### src/rtl/cover_toggle_collector.sv
// Sticky toggle-cover collector: records first hit of each cover point and
// streams each newly covered point once as a global index over valid/ready.
module cover_toggle_collector #(
  parameter int unsigned     WIDTH       = 64,
  parameter longint unsigned COVER_INDEX = 0,
  parameter int unsigned     IDX_W       = 64
) (
  input  logic                       clock,
  input  logic                       reset,
  input  logic                       en,
  input  logic [WIDTH-1:0]           valid,
  input  logic                       clear,
  output logic                       out_valid,
  input  logic                       out_ready,
  output logic [IDX_W-1:0]           out_index,
  output logic [WIDTH-1:0]           covered,
  output logic [$clog2(WIDTH+1)-1:0] covered_count,
  output logic                       all_covered,
  output logic                       busy
);

  localparam int unsigned CNT_W = $clog2(WIDTH + 1);
  localparam int unsigned LOG_W = (WIDTH > 1) ? $clog2(WIDTH) : 1;

  logic [WIDTH-1:0] pending;
  logic [WIDTH-1:0] hit_new;
  logic [LOG_W-1:0] sel;
  logic             load;

  function automatic logic [CNT_W-1:0] popcount(input logic [WIDTH-1:0] v);
    popcount = '0;
    for (int i = 0; i < WIDTH; i++) popcount = popcount + CNT_W'(v[i]);
  endfunction

  function automatic logic [LOG_W-1:0] lowest_set(input logic [WIDTH-1:0] v);
    lowest_set = '0;
    for (int i = WIDTH - 1; i >= 0; i--)
      if (v[i]) lowest_set = LOG_W'(i);
  endfunction

  // Already-covered points are masked here, so pending can never refill.
  assign hit_new = valid & ~covered & {WIDTH{en}};
  assign sel     = lowest_set(pending);
  assign load    = (!out_valid || out_ready) && (|pending);

  always_ff @(posedge clock or negedge reset) begin
    if (!reset) begin
      covered       <= '0;
      pending       <= '0;
      covered_count <= '0;
      out_valid     <= 1'b0;
      out_index     <= '0;
    end else if (clear) begin
      covered       <= '0;
      pending       <= '0;
      covered_count <= '0;
      out_valid     <= 1'b0;
    end else begin
      covered       <= covered | hit_new;
      covered_count <= covered_count + popcount(hit_new);
      // Selection uses pre-edge pending; same-cycle hits join afterwards.
      if (load) begin
        out_valid <= 1'b1;
        out_index <= IDX_W'(COVER_INDEX) + IDX_W'(sel);
        pending   <= (pending & ~(WIDTH'(1) << sel)) | hit_new;
      end else begin
        pending <= pending | hit_new;
        if (out_valid && out_ready) out_valid <= 1'b0;
      end
    end
  end

  assign all_covered = (covered_count == CNT_W'(WIDTH));
  assign busy        = out_valid | (|pending);

endmodule

### config.mk
export PLATFORM = sky130hd
export DESIGN_NAME = cover_toggle_collector
export DESIGN_NICKNAME = d
export VERILOG_FILES = /design/src/rtl/cover_toggle_collector.sv
export SDC_FILE = /design/constraint.sdc
export NUM_CORES = 1
export LEC_CHECK = 0
export ABC_AREA = 1
export BUFFER_PORTS_ARGS = -buffer_cell sky130_fd_sc_hd__buf_2
export CAP_MARGIN = 20
export CORE_MARGIN = 1
export CORE_UTILIZATION = 41
export DETAILED_ROUTE_END_ITERATION = 10
export MAX_ROUTING_LAYER = met4
export PLACE_DENSITY = 0.73
export SLEW_MARGIN = 25
export SYNTH_ARGS = -nofsm -noshare
export SYNTH_HDL_FRONTEND = slang
export SYNTH_SLANG_ARGS = --single-unit
### constraint.sdc
create_clock -name clock -period 20.8 [get_ports clock]
set_input_delay 4.16 -clock clock [delete_from_list [all_inputs] [get_ports clock]]
set_output_delay 4.16 -clock clock [all_outputs]
set_load 0.03 [all_outputs]
==> results.md <==
* Status: completed
* Final clock skew at between 9 and 10 ps
* Vias in the first global route at 7,370
* Number of remaining DRC errors at 0
* Worst EP required at around 21,000 ps
* Distinct cells, synth at 31
* Fin. Hold Viols at 0
* Post-synthesis compound-gate area fraction at 8.52%
* DRT Pass-1 Iters at 5
* Initial antenna violation count at 0
* Worst Setup End Kind: flip-flop
* Num ports at 207
* Int Pwr at 805 uW
* Max-slew headroom at 41.4%
* Num CTS Buffers at 17
* Reg2reg path depth at 23
* Startpoint types: input port
* Mux share of post-synthesis cell area at 0%
* Core area at between 20,000 and 25,000 um2
* Max Fclk at slightly below 90 MHz
* Clk slew on worst S/H paths at 60 ps
* Setup_tns at 0 ps
* P&R area growth vs syn at 15.0%
* CTS Root Cell: clkbuf_16
* Flop-to-flop setup slack at approximately 14,000 ps
* CTS max path bufs at 2
* Commonest non-fill, non-tap cell in the layout: inv_1
* Tot Pwr at 1.50 mW
* Hold Buf Count CTS at 0
* Max-Cap Viols at 0
* Main combinational cell family by area after synthesis: simple AND/OR/NAND/NOR gates
* DPL Wire Length at ~18 mm
* Seq/Total Area, Yosys at around two fifths
* Routability cong. at roughly 0.91
* Antenna Cells at 0
* Finish-stage setup viols at 0
* Row count at 53
* Die width at 150 um
* Syn avg cell area at 8.04 um2
* PwrDens at 146 nW/um2
* Depth of the worst hold-timing path at 2
* DR vias at 7,502
* Post-route insts no fill at 1,537
* RSZ-0062 raised after global routing: no
* Placed cell count at ~1.5k
* Simple-Gate Fraction of Synth Area at 21.3%
* Slew @ Worst Pin at 880 ps
* Net Sw Frac at a little under half
* Cell area after synthesis at 8920 um2
* Register share of total power at 21.9%
* Post-CTS setup buffers at 0
* Logic gate share of total power at about 59%
* Max-slew violations at 0
* I/O Buffers at roughly 150
* Sw Pwr at 696 uW
* Clock power share at between 10% and 20%
* Leakage at 5.43 nW
* Antenna Nets Post-Route at 0
* Sink Count at 142
* Starting DRT DRC Count at 698
* Crit share post-route at 54.7%
* Die Area at 22,400 um2
* Commonest non-fill, non-tap cells in the layout: 194 x inv_1, 188 x nand2_1, 154 x nor2_1
* Post-synthesis adder-cell area fraction at 15.5%
* FF+latch count, synth at 142
* Critical path type: in2reg
* Post-cts resize count at 0
* WL final at 24.0 mm
* Largest net degree at the start of global routing at 99
* Max rail drop VDD at 0.228 mV
* Hold crit path type: reg2reg
* CP Data Arrival Time at 11,730 ps
* Post-DR vias/cell at 4.88
* Final design utilization at 48.5%
* Die H at between 100 and 150 um
* Yosys warnings at 0
* Minimum clock period at 11,380 ps
* CTS tree: yes
* Mapped Cells at 1,110
* Worst-path maximum fanout at 64
* GRT Total Usage at about a quarter
* Share of layout cells above drive strength 1 at between 10% and 20%
* Nets at 1,396
* Hold_ws at 476 ps
* Xor/xnor share of the synthesized area at less than 1%
* GR Overflow Total at 0
* First-pass GRT wire length at 38.3 mm
* Mean routed wirelength per cell at 15.6 um
* Initial Util at 42.2%
* H-tree depth at 4
* Clk Latency, worst-skew pair at 430 ps
flip-flops by register name, indices dropped and copies added, names as in the netlist:
register	cells
covered_count	7
pending	64
out_valid	1
out_index	6
covered	64
area by class of cell:
type / count / area, um2
timing repair buffer: 154 / 798
clock inverter: 11 / 93.8
fill: 2030 / 10900
sequential: 142 / 3550
clock buffer: 20 / 447
multi-input combinational: 740 / 4290
tap: 275 / 344
inverter: 195 / 732
cells in the mapped netlist, drive strengths merged:
library cell | n | area, um2
fa | 56 | 1120
dfrtp | 142 | 3550
xor2 | 1 | 8.76
ha | 21 | 263
a21oi | 108 | 541
a211oi | 1 | 7.51
xnor2 | 2 | 17.5
nand4 | 2 | 25.0
nor3 | 2 | 10.0
a31oi | 2 | 12.5
nand3 | 94 | 480
o311ai | 1 | 8.76
inv | 195 | 732
nand2 | 191 | 734
conb | 1 | 3.75
o21bai | 3 | 22.5
and3 | 1 | 6.26
a311oi | 1 | 8.76
buf | 62 | 455
clkbuf | 28 | 105
nor2 | 162 | 628
o21ai | 29 | 145
nor4 | 3 | 18.8
o31ai | 2 | 15.0
worst max-delay path, cell delays in order:
cell	delay, ps
buf_2	70
buf_4	550
nand3_1	280
fa_1	610
fa_1	550
inv_1	50
fa_1	530
inv_1	50
fa_1	580
inv_1	70
fa_1	530
inv_1	50
fa_1	510
fa_1	520
fa_1	520
fa_1	480
fa_1	480
o31ai_1	350
inv_1	80
nor2_1	160
nor2_1	60
o21bai_1	170
o21ai_0	100
a21oi_1	150
power groups by stage:
| stage | Sequential [mW] | Combinational (mW) | Clock (mW) |
|---|---|---|---|
| 3_3_place_gp | 0.332 | 0.838 | 0 |
| 2_1_floorplan | 0.358 | 0.651 | 0 |
| 3_5_place_dp | 0.333 | 0.879 | 0 |
| 6_report | 0.329 | 0.887 | 0.286 |
| 5_1_grt | 0.332 | 1.05 | 0.301 |
| 4_1_cts | 0.328 | 0.891 | 0.288 |
worst paths after layout:
kind / endpoint / start
worst min-delay path: out_index[0]$_DFFE_PN0P_ / out_index[0]$_DFFE_PN0P_
worst max register to register: covered_count[6]$_DFF_PN0_ / covered[58]$_DFF_PN0_
worst min register to register: out_index[0]$_DFFE_PN0P_ / out_index[0]$_DFFE_PN0P_
worst max-delay path: covered_count[6]$_DFF_PN0_ / en
min in group asynchronous: covered[32]$_DFF_PN0_ / reset
max in group asynchronous: covered[58]$_DFF_PN0_ / reset
layer usage:
layer	global-route usage [%]	part of all wire [%]
met1	31.0	43
met2	35.0	47
met3	4.97	6.9
met4	9.59	3.2
met5	-	0
stage by stage:
step,instance area [um2],worst slack [ps]
after detailed placement,9720,9030
after CTS,10300,9380
final,10300,9420
after global placement,9720,9210
after global routing,10300,9040
after floorplan,9140,9760
kinds of logic (layout without fill, tap and decap cells):
| family | Yosys count | after routing |
|---|---|---|
| and+or+nand+nor | 455 | 455 |
| buffers and inverters | 285 | 380 |
| xor gates and xnor gates | 3 | 3 |
| adders and majority gates | 77 | 77 |
| other | 1 | 58 |
| DFF | 142 | 142 |
| AOI/OAI and AO/OA | 147 | 147 |
(Power assumes the default switching activity.)
